**config.mk**
```make
export PLATFORM = sky130hd
export DESIGN_NAME = writeback_arbiter
export DESIGN_NICKNAME = d
export VERILOG_FILES = /design/src/rtl/writeback_arbiter.sv
export SDC_FILE = /design/constraint.sdc
export NUM_CORES = 1
export LEC_CHECK = 0
export CAP_MARGIN = 0
export CORE_UTILIZATION = 51
export DETAILED_ROUTE_END_ITERATION = 8
export PLACE_DENSITY = 0.83
export SLEW_MARGIN = 10
export SYNTH_ARGS = -nofsm -noshare
export SYNTH_HDL_FRONTEND = slang
export SYNTH_SLANG_ARGS = --single-unit
```
**constraint.sdc**
```tcl
create_clock -name clock -period 7.28 [get_ports clock]
set_clock_uncertainty 0.1 [all_clocks]
set_input_delay 1.092 -clock clock [delete_from_list [all_inputs] [get_ports clock]]
set_output_delay 1.092 -clock clock [all_outputs]
set_load 0.03 [all_outputs]
```
**src/rtl/writeback_arbiter.sv**
```systemverilog
// writeback_arbiter
//
// Merges results from three execution units (am, mem, mul) onto the single
// register-file write port and the scoreboard pending-clear port.
//
// Each unit owns a one-entry holding slot. An offer is taken into the slot on
// an edge where u_wb_valid && u_wb_ready, and u_wb_ready is simply the
// inverse of the slot's full bit. Every cycle, one full slot is granted by
// round-robin starting at rr_ptr (am -> mem -> mul -> am). On the edge that
// ends the grant cycle:
//   - the granted slot is freed;
//   - rr_ptr moves to the unit after the granted one;
//   - the write-port and scoreboard outputs are registered.
// Register 0 is never written or released, and neither is a result with
// writereg = 0. Either way the grant still frees the slot and still updates
// addr/data/unit.
//
// Handshake: an offer transfers on a rising edge where valid && ready.
// ready depends only on slot state, never on valid. While ready is low, the
// unit must hold its offer, and the arbiter ignores it.
//
// Ports
//   clock, reset            system clock; synchronous active-high reset
//   <u>_wb_valid            unit u offers a result          (u = am/mem/mul)
//   <u>_wb_regdest[4:0]     destination register of the offer
//   <u>_wb_data[31:0]       result value of the offer
//   <u>_wb_writereg         offer must be written to the register file
//   <u>_wb_ready            unit u's holding slot is empty
//   wb_reg_addr/data/write  register-file write port (registered)
//   wb_sb_addr/release      scoreboard pending-clear port (registered)
//   wb_sb_unit[1:0]         granted unit: 00 am, 01 mem, 10 mul
//   wb_busy                 at least one holding slot is full
module writeback_arbiter (
  input  logic        clock,
  input  logic        reset,
  input  logic        am_wb_valid,
  input  logic [4:0]  am_wb_regdest,
  input  logic [31:0] am_wb_data,
  input  logic        am_wb_writereg,
  output logic        am_wb_ready,
  input  logic        mem_wb_valid,
  input  logic [4:0]  mem_wb_regdest,
  input  logic [31:0] mem_wb_data,
  input  logic        mem_wb_writereg,
  output logic        mem_wb_ready,
  input  logic        mul_wb_valid,
  input  logic [4:0]  mul_wb_regdest,
  input  logic [31:0] mul_wb_data,
  input  logic        mul_wb_writereg,
  output logic        mul_wb_ready,
  output logic [4:0]  wb_reg_addr,
  output logic [31:0] wb_reg_data,
  output logic        wb_reg_write,
  output logic [4:0]  wb_sb_addr,
  output logic        wb_sb_release,
  output logic [1:0]  wb_sb_unit,
  output logic        wb_busy
);

  localparam logic [1:0] UNIT_AM  = 2'd0;
  localparam logic [1:0] UNIT_MEM = 2'd1;
  localparam logic [1:0] UNIT_MUL = 2'd2;

  // Holding slots, indexed by unit code.
  logic [2:0]  full_q;
  logic [2:0]  writereg_q;
  logic [4:0]  regdest_q [3];
  logic [31:0] data_q    [3];
  logic [1:0]  rr_ptr;

  // Unit inputs gathered into unit-code-indexed vectors.
  logic [2:0]  in_valid;
  logic [2:0]  in_writereg;
  logic [4:0]  in_regdest [3];
  logic [31:0] in_data    [3];
  logic [2:0]  accept;

  assign in_valid      = {mul_wb_valid, mem_wb_valid, am_wb_valid};
  assign in_writereg   = {mul_wb_writereg, mem_wb_writereg, am_wb_writereg};
  assign in_regdest[0] = am_wb_regdest;
  assign in_regdest[1] = mem_wb_regdest;
  assign in_regdest[2] = mul_wb_regdest;
  assign in_data[0]    = am_wb_data;
  assign in_data[1]    = mem_wb_data;
  assign in_data[2]    = mul_wb_data;

  // A slot that is being granted this cycle is still full. So it cannot
  // accept on the same edge, and its ready rises only after the grant edge.
  assign accept = in_valid & ~full_q;

  assign am_wb_ready  = ~full_q[0];
  assign mem_wb_ready = ~full_q[1];
  assign mul_wb_ready = ~full_q[2];
  assign wb_busy      = |full_q;

  function automatic logic [1:0] next_unit(input logic [1:0] u);
    case (u)
      UNIT_AM:  return UNIT_MEM;
      UNIT_MEM: return UNIT_MUL;
      default:  return UNIT_AM;
    endcase
  endfunction

  function automatic logic slot_full(input logic [2:0] f, input logic [1:0] u);
    case (u)
      UNIT_AM:  return f[0];
      UNIT_MEM: return f[1];
      UNIT_MUL: return f[2];
      default:  return 1'b0;
    endcase
  endfunction

  // Round-robin grant: first full slot at or after rr_ptr.
  logic [1:0]  cand1, cand2;
  logic        gnt_valid;
  logic [1:0]  gnt_unit;
  logic [2:0]  gnt_onehot;
  logic [4:0]  gnt_regdest;
  logic [31:0] gnt_data;
  logic        gnt_writereg;
  logic        gnt_commit;

  always_comb begin
    cand1     = next_unit(rr_ptr);
    cand2     = next_unit(cand1);
    gnt_valid = 1'b1;
    gnt_unit  = rr_ptr;
    if (slot_full(full_q, rr_ptr)) begin
      gnt_unit = rr_ptr;
    end else if (slot_full(full_q, cand1)) begin
      gnt_unit = cand1;
    end else if (slot_full(full_q, cand2)) begin
      gnt_unit = cand2;
    end else begin
      gnt_valid = 1'b0;
    end
  end

  always_comb begin
    gnt_regdest  = regdest_q[0];
    gnt_data     = data_q[0];
    gnt_writereg = writereg_q[0];
    case (gnt_unit)
      UNIT_MEM: begin
        gnt_regdest  = regdest_q[1];
        gnt_data     = data_q[1];
        gnt_writereg = writereg_q[1];
      end
      UNIT_MUL: begin
        gnt_regdest  = regdest_q[2];
        gnt_data     = data_q[2];
        gnt_writereg = writereg_q[2];
      end
      default: begin
      end
    endcase
  end

  assign gnt_onehot = gnt_valid ? (3'b001 << gnt_unit) : 3'b000;
  // Register 0 is hard-wired, so it is never reserved in the scoreboard.
  assign gnt_commit = gnt_valid && gnt_writereg && (gnt_regdest != 5'd0);

  always_ff @(posedge clock) begin
    if (reset) begin
      full_q        <= 3'b000;
      rr_ptr        <= UNIT_AM;
      wb_reg_write  <= 1'b0;
      wb_sb_release <= 1'b0;
      wb_reg_addr   <= 5'd0;
      wb_reg_data   <= 32'd0;
      wb_sb_addr    <= 5'd0;
      wb_sb_unit    <= UNIT_AM;
    end else begin
      full_q        <= (full_q & ~gnt_onehot) | accept;
      wb_reg_write  <= gnt_commit;
      wb_sb_release <= gnt_commit;
      // rr_ptr holds when idle; addr/data/unit hold when there is no grant.
      if (gnt_valid) begin
        rr_ptr      <= next_unit(gnt_unit);
        wb_reg_addr <= gnt_regdest;
        wb_sb_addr  <= gnt_regdest;
        wb_reg_data <= gnt_data;
        wb_sb_unit  <= gnt_unit;
      end
    end
  end

  // Slot payload needs no reset: it is only consumed while full is set.
  always_ff @(posedge clock) begin
    for (int u = 0; u < 3; u++) begin
      if (accept[u]) begin
        regdest_q[u]  <= in_regdest[u];
        data_q[u]     <= in_data[u];
        writereg_q[u] <= in_writereg[u];
      end
    end
  end

endmodule

```
==> metrics.md, run 1 <==
| Metric | Value |
|---|---|
| Status | `finished clean` |
| DRT iter0 DRCs | `340` |
| P&R area growth vs syn | `40.9%` |
| Worst slack, placed | `~3.8 ns` |
| GR Layer Usage met1 | `0.339` |
| Post-Syn Instances | `approximately 430` |
| 1st-pass router iterations | `5` |
| Global route hottest layer | `met2` |
| Fillers | `700` |
| Clock sinks | `roughly 160` |
| Ys Warns | `0` |
| Synth area leaders | `edfxtp_1 (58%), dfxtp_1 (15%), nand2_1 (5.1%)` |
| PD cells | `roughly 330 nW/um^2` |
| Clk_lat worst skew | `just over 0.4 ns` |
| F_max | `approximately 280 MHz` |
| Total vias in the final route | `around 4300` |
| Final min period | `roughly 3.6 ns` |
| Antenna violations before repair | `0` |
| Diodes inserted | `0` |
| Share of layout cells above drive strength 1 | `0.0750` |
| Die area | `about 12000 sq um` |
| Global-route wire length before repair | `about 23000 microns` |
| Post-synthesis instance area | `about 5900 sq um` |
| CTS Hold Bufs | `0` |
| Clock root buffer | `clkbuf_16` |
| DP Area | `7580 sq um` |
| Mapped Nets | `about 560` |
| Kind of critical path | `reg2reg` |
| Htree depth | `4` |
| Fin area | `~8200 sq um` |
| WP data arrival | `between 3 and 4 ns` |
| Post-synth top area share | `0.585` |
| CTS resizes | `0` |
| Slew of the pin with the lowest slew margin | `~1.2 ns` |
| Total GRT Usage | `0.273` |
| Std-Cell Core Area | `11000 sq um` |
| CTS tree | `yes` |
| DR vias/cell | `approximately 5.8` |
| Hpwl dp | `~9500 microns` |
| Top Ports | `169` |
| Synth Flop Type | `edfxtp_1` |
| Die Y | `approximately 110 microns` |
| Setup ws final | `approximately 3.7 ns` |
| Routed length per instance | `21.2 microns` |
| Global routing met2 resource utilization | `0.451` |
| Largest net degree at the start of global routing | `47` |
| Post-synth EDFFs | `between 100 and 150` |
| Hold Vio Cnt, Final | `0` |
| Startpoint types | `flop` |
| DRC | `0` |
| Final Util | `0.748` |
| Max-cap violations | `0` |
| Width of the die | `109 microns` |
| CTS Buf Count | `17` |
| Routed Antenna Nets | `0` |
| Total power | `2.73 mW` |
| Unrepaired setup endpoints after global routing | `no` |
| Seq/Total Area, Yosys | `0.739` |
| Final WL | `around 16000 microns` |
| GRT met3 Usage | `0.0687` |
| Initial Util | `0.531` |
| Clock buffer depth | `2` |
| Critical path endpoint category | `flop` |
| FP Rows | `38` |
| CP Max Fanout | `39` |
| Fraction of registers with async set or reset after synthesis | `0` |
| Post-CTS Repair Setup Buffers | `0` |
| HP Class | `reg2reg` |
| Count of final setup violators | `0` |
| Synth unique cells | `28` |
| Required time worst endpoint | `7.46 ns` |
| Grt total ovfl | `0` |
| Final period utilization | `0.497` |
| Vias in the first global route | `approximately 4300` |
| Post-route setup TNS | `0 ns` |
| Peak supply drop | `about 170 uV` |
| Rel. slew slack | `0.192` |
| Pleak | `~2.9 nW` |
| RD Place Congestion | `between 0.8 and 0.9` |
| Leading area contributor after synthesis | `edfxtp_1` |
| Clk slew on worst S/H paths | `0.06 ns` |
| Post-Syn Area per Cell | `roughly 14 sq um` |
| Fin nets | `slightly above 700` |
| IO buf count | `approximately 170` |
| Register bit total from synthesis | `159` |
| Max Slew Vio Count | `0` |
-- per-layer routing --
metal / up-vias / share of wire
met2: 273 / 0.51
met1: 2077 / 0.37
met4: 0 / 0.031
li1: 1913 / -
met5: - / 0
met3: 41 / 0.083
-- synth_stat cells (3+ instances only) --
library cell	instances
buf_1	3
nor2b_1	4
o211ai_1	33
inv_1	6
dfxtp_1	45
ha_1	5
a21oi_1	44
clkbuf_1	10
a22oi_1	38
nand2_1	80
buf_2	15
nor2_1	11
buf_4	6
edfxtp_1	114
-- critical path: stages, from the launching register on --
cell and delay, ns:
dfxtp_1 0.59, inv_1 0.19, o211ai_1 0.18, a21boi_0 0.55
ha_2 0.94, a22oi_1 0.19, a21oi_1 0.27, nor3_1 0.08
a2111oi_0 0.40
-- placed cells by master (no fill, tap or decap), drive strengths merged --
cell / netlist / routed
clkdlybuf4s50: 0 / 167
edfxtp: 114 / 114
nand2: 80 / 80
dfxtp: 45 / 45
a21oi: 44 / 44
a22oi: 38 / 38
o211ai: 33 / 33
clkbuf: 11 / 24
nor2: 11 / 11
inv: 6 / 7
buf: 26 / 5
ha: 5 / 5
bufinv: 0 / 4
nor2b: 4 / 4
a211oi: 3 / 3
o22ai: 2 / 2
o21ai: 2 / 2
o21ba: 2 / 2
clkinv: 0 / 2
a21boi: 1 / 1
a32oi: 1 / 1
nand3: 1 / 1
a211o: 1 / 1
nor3: 1 / 1
a2111oi: 1 / 1
a311oi: 1 / 1
clkinvlp: 0 / 1
-- stage by stage --
stage,instances,hold slack [ns]
global placement,708,0.338
global route,740,0.370
CTS,740,0.352
finish,740,0.353
detailed placement,708,0.345
floorplan,433,0.379
-- cells by family (layout without fill, tap and decap cells) --
logic type	count (synthesis)	in the layout	share of synthesized area
AND/OR/NAND/NOR	97	97	0.0643
adder cells (fa/ha/maj)	5	5	0.0107
flip-flops	159	159	0.739
buffers and inverters	43	210	0.0374
AO/OA/AOI/OAI	129	129	0.149
-- state kept, by name (all words and copies together), names as in the netlist --
signal	flops
wb_reg_data	32
rr_ptr	2
data_q	96
wb_sb_addr	5
wb_sb_unit	2
full_q	3
regdest_q	15
writereg_q	3
wb_sb_release	1
-- layout make-up --
cell class	count	area, sq um	share of cell area
inverters	6	22.5	0.00273
well taps	140	175	0.0212
clock inverters	8	148	0.0179
clock buffers	24	524	0.0636
flip-flops and latches	159	4320	0.524
repair buffers	172	1710	0.207
multi-input cells	231	1350	0.164
-- path summary, 6_finish.rpt --
kind	start	end	slack [ns]	cells after the start
hold reg to reg	wb_reg_data[8]$_SDFFE_PP0N_	wb_reg_data[8]$_SDFFE_PP0N_	0.35	2
hold / removal	wb_reg_data[8]$_SDFFE_PP0N_	wb_reg_data[8]$_SDFFE_PP0N_	0.35	2
setup reg to reg	full_q[2]$_SDFF_PP0_	wb_sb_release$_SDFF_PP0_	3.66	8
setup / recovery	full_q[2]$_SDFF_PP0_	wb_sb_release$_SDFF_PP0_	3.66	8
-- where the power goes --
part	internal, mW	total [mW]	switching, mW
combinational	0.246	0.617	0.371
sequential	1.07	1.12	0.0514
clock	0.644	0.991	0.347
(Power assumes the default switching activity.)
==> run 2, diff against run 1 <==
--- a/config.mk
+++ b/config.mk
@@ -6,9 +6,9 @@
 export NUM_CORES = 1
 export LEC_CHECK = 0
 export CAP_MARGIN = 0
-export CORE_UTILIZATION = 51
+export CORE_UTILIZATION = 47
 export DETAILED_ROUTE_END_ITERATION = 8
-export PLACE_DENSITY = 0.83
+export PLACE_DENSITY = 0.77
 export SLEW_MARGIN = 10
 export SYNTH_ARGS = -nofsm -noshare
 export SYNTH_HDL_FRONTEND = slang
==> constraint.sdc (replaced) <==
create_clock -name clock -period 3.7 [get_ports clock]
set_clock_uncertainty 0.1 [all_clocks]
set_input_delay 0.555 -clock clock [delete_from_list [all_inputs] [get_ports clock]]
set_output_delay 0.555 -clock clock [all_outputs]
set_load 0.03 [all_outputs]
==> run 2 against run 1 <==
Against the previous run:
- via count down 4.7%
- design area up 0.38%
- clock-buffer cell count down 3
- highest routed layer unchanged
- clock power up 87%
- global-route usage down 4.4 points
- first-iteration DRC count down 14%
- critical path depth up 1
- die area up 8.3%
- routed wire length down 9.7%
- largest power group unchanged
- final cell count up 4.5%
- sequential power up 96%
- fmax up 16%
==> metrics.md, run 2 (same netlist as run 1, synthesis figures left out) <==
| Metric | Value |
|---|---|
| Global-route wire length before repair | `21500 microns (-7.4%)` |
| Most frequent cells in the layout | `clkdlybuf4s50_1 (167), edfxtp_1 (114), nand2_1 (80)` |
| Max stage delay cell, worst path | `dfxtp_1` |
| Final WL | `14200 microns (-9.7%)` |
| Count of final setup violators | `0 (unchanged)` |
| Clk slew on worst S/H paths | `0.06 ns (about the same)` |
| Startpoint types | `flop` |
| DRT iter0 DRCs | `291 (-14%)` |
| Slew of the pin with the lowest slew margin | `0.929 ns (-0.281 ns)` |
| DR vias/cell | `5.31 (-8.7%)` |
| CTS tree | `yes` |
| Required time worst endpoint | `3.90 ns (-3.56 ns)` |
| Grt total ovfl | `0 (unchanged)` |
| Max Slew Vio Count | `0 (unchanged)` |
| Worst slack, placed | `0.638 ns (-3.13 ns)` |
| CTS Buf Count | `17 (unchanged)` |
| Kind of critical path | `reg2reg` |
| Setup ws final | `0.588 ns (-3.07 ns)` |
| Unrepaired setup endpoints after global routing | `no` |
| Pint | `3.80 mW (+93%)` |
| Routed Antenna Nets | `0 (unchanged)` |
| Rel. slew slack | `0.381 (+0.189)` |
| Pleak | `2.87 nW (about the same)` |
| CTS resizes | `0 (unchanged)` |
| Worst Setup SP | `full_q[2]$_SDFF_PP0_` |
| Clk_lat worst skew | `0.42 ns (about the same)` |
| Fin nets | `716 (+0.70%)` |
| Critical path's largest stage delay | `0.56 ns (-0.38 ns)` |
| Largest net degree at the start of global routing | `46 (-2.1%)` |
| Antenna violations before repair | `0 (unchanged)` |
| Most frequent CP cell | `nor2_1` |
| Total vias in the final route | `4103 (-4.7%)` |
| F_max | `321 MHz (+16%)` |
| Path depth of the worst reg2reg path | `9 (+1)` |
| Std-Cell Core Area | `12100 sq um (+9.3%)` |
| Share of layout cells above drive strength 1 | `0.0810 (+0.00599)` |
| Fin area | `8280 sq um (+0.38%)` |
| Die area | `12900 sq um (+8.3%)` |
| FF-to-FF Start | `full_q[2]$_SDFF_PP0_` |
| FP Rows | `40 (+5.3%)` |
| Hpwl dp | `8940 microns (-5.8%)` |
| DRC | `0 (unchanged)` |
| Layout Cells excl Fill | `773 (+4.5%)` |
| Top Ports | `169 (unchanged)` |
| 1st-pass router iterations | `4 (-1)` |
| Worst Setup EP | `wb_sb_release$_SDFF_PP0_` |
| Post-CTS Repair Setup Buffers | `0 (unchanged)` |
| Width of the die | `114 microns (+4.1%)` |
| Final Util | `0.687 (-0.0613)` |
| PD cells | `634 nW/um^2 (+91%)` |
| Routed length per instance | `18.3 microns (-14%)` |
| Initial Util | `0.485 (-0.0454)` |
| WHS | `0.350 ns (-0.00235 ns)` |
| Hold Vio Cnt, Final | `0 (unchanged)` |
| Switch share | `0.277 (-0.00509)` |
| RD Place Congestion | `0.840 (+3.3%)` |
| Top reg by flops | `data_q` |
| Clk network pwr share | `0.353 (-0.010)` |
| DP Area | `7650 sq um (+0.97%)` |
| Clock sinks | `159 (unchanged)` |
| Combinational power share | `0.227 (about the same)` |
| Clock root buffer | `clkbuf_16` |
| WP data arrival | `3.31 ns (-0.49 ns)` |
| Diodes inserted | `0 (unchanged)` |
| Htree depth | `4 (unchanged)` |
| Status | `finished clean` |
| Crit-path cells | `inv_1 -> o211ai_1 -> a21boi_0 -> ha_2 -> buf_4 -> nor2_1 -> a21oi_1 -> nor2_1 -> a2111oi_0` |
| Total GRT Usage | `0.229 (-0.0438)` |
| Max-cap violations | `0 (unchanged)` |
| Vias in the first global route | `4164 (-4.0%)` |
| Critical path endpoint category | `flop` |
| Switch Pwr | `1.45 mW (+89%)` |
| Most common cell after layout, fill and taps aside | `clkdlybuf4s50_1` |
| HP Class | `reg2reg` |
| P&R area growth vs syn | `41.4%` |
| Final min period | `3.11 ns (-0.505 ns)` |
| Peak supply drop | `365 uV (+110%)` |
| CTS Hold Bufs | `0 (unchanged)` |
| Total power | `5.25 mW (+92%)` |
| Reg power frac | `0.419 (+0.008)` |
| Final period utilization | `0.841 (+0.344)` |
| Max reg flops | `96 (unchanged)` |
| Post-route setup TNS | `0 ns (unchanged)` |
| Placed instance count | `741 (+4.7%)` |
| FF-to-FF setup slack | `0.59 ns (-3.07 ns)` |
| Clock buffer depth | `2 (unchanged)` |
| Largest regs | `data_q x96, wb_reg_data x32, regdest_q x15` |
| IO buf count | `168 (unchanged)` |
| Die Y | `114 microns (+4.1%)` |
| R2r endpoint | `wb_sb_release$_SDFF_PP0_` |
| CP Max Fanout | `29 (-26%)` |
==> run 2: cell count changes in the layout (fill, tap and decap cells not counted) <==
cell / previous run / this run
clkbuf_8: 3 / 0
buf_4: 4 / 9
bufinv_16: 4 / 5
a211o_1: 1 / 0
inv_4: 1 / 0
clkinvlp_4: 1 / 2
clkbuf_16: 19 / 17
a211o_2: 0 / 1
clkbuf_1: 2 / 4
clkinv_2: 1 / 3
==> run 2: power by group through the flow <==
stage,Combinational [mW],Clock (mW),Sequential (mW)
global placement,1.16,0,2.23
finish,1.19,1.85,2.20
CTS,1.20,1.88,2.20
global route,1.29,1.95,2.22
floorplan,0.548,0,2.40
detailed placement,1.19,0,2.24
==> run 2: layer usage <==
layer / track usage / up-vias / wire [microns]
met1: 0.263 / 1997 / 5650
li1: - / 1919 / -
met5: 0 / - / 0
met4: 0.110 / 0 / 338
met2: 0.389 / 162 / 7210
met3: 0.0712 / 25 / 975
==> run 2: layout make-up <==
cell class                      instances  area, sq um
Multi-Input combinational cell        231         1350
Clock buffer                           21          440
Clock inverter                         11          189
Sequential cell                       159         4320
Inverter                                6         22.5
Timing Repair Buffer                  177         1740
Fill cell                             870         3780
Tap cell                              168          210
==> run 2: worst min-delay path by stage <==
stage / cells after the start / end / startpoint / slack [ns]
after floorplan: 2 / rr_ptr[1]$_SDFFE_PP0N_ / rr_ptr[1]$_SDFFE_PP0N_ / 0.38
after global placement: 2 / wb_reg_data[17]$_SDFFE_PP0N_ / wb_reg_data[17]$_SDFFE_PP0N_ / 0.34
after CTS: 2 / wb_reg_data[17]$_SDFFE_PP0N_ / wb_reg_data[17]$_SDFFE_PP0N_ / 0.35
after detailed placement: 2 / wb_reg_data[17]$_SDFFE_PP0N_ / wb_reg_data[17]$_SDFFE_PP0N_ / 0.34
after global routing: 2 / wb_reg_data[4]$_SDFFE_PP0N_ / wb_reg_data[4]$_SDFFE_PP0N_ / 0.37
final: 2 / wb_reg_data[17]$_SDFFE_PP0N_ / wb_reg_data[17]$_SDFFE_PP0N_ / 0.35
==> run 2: worst max-delay path, delay by kind of cell (launching register included) <==
kind | cells | cell delay, ns
buffers and inverters | 2 | 0.49
AOI/OAI and AO/OA | 4 | 1.22
DFF | 1 | 0.56
and+or+nand+nor | 2 | 0.16
adders and majority gates | 1 | 0.46
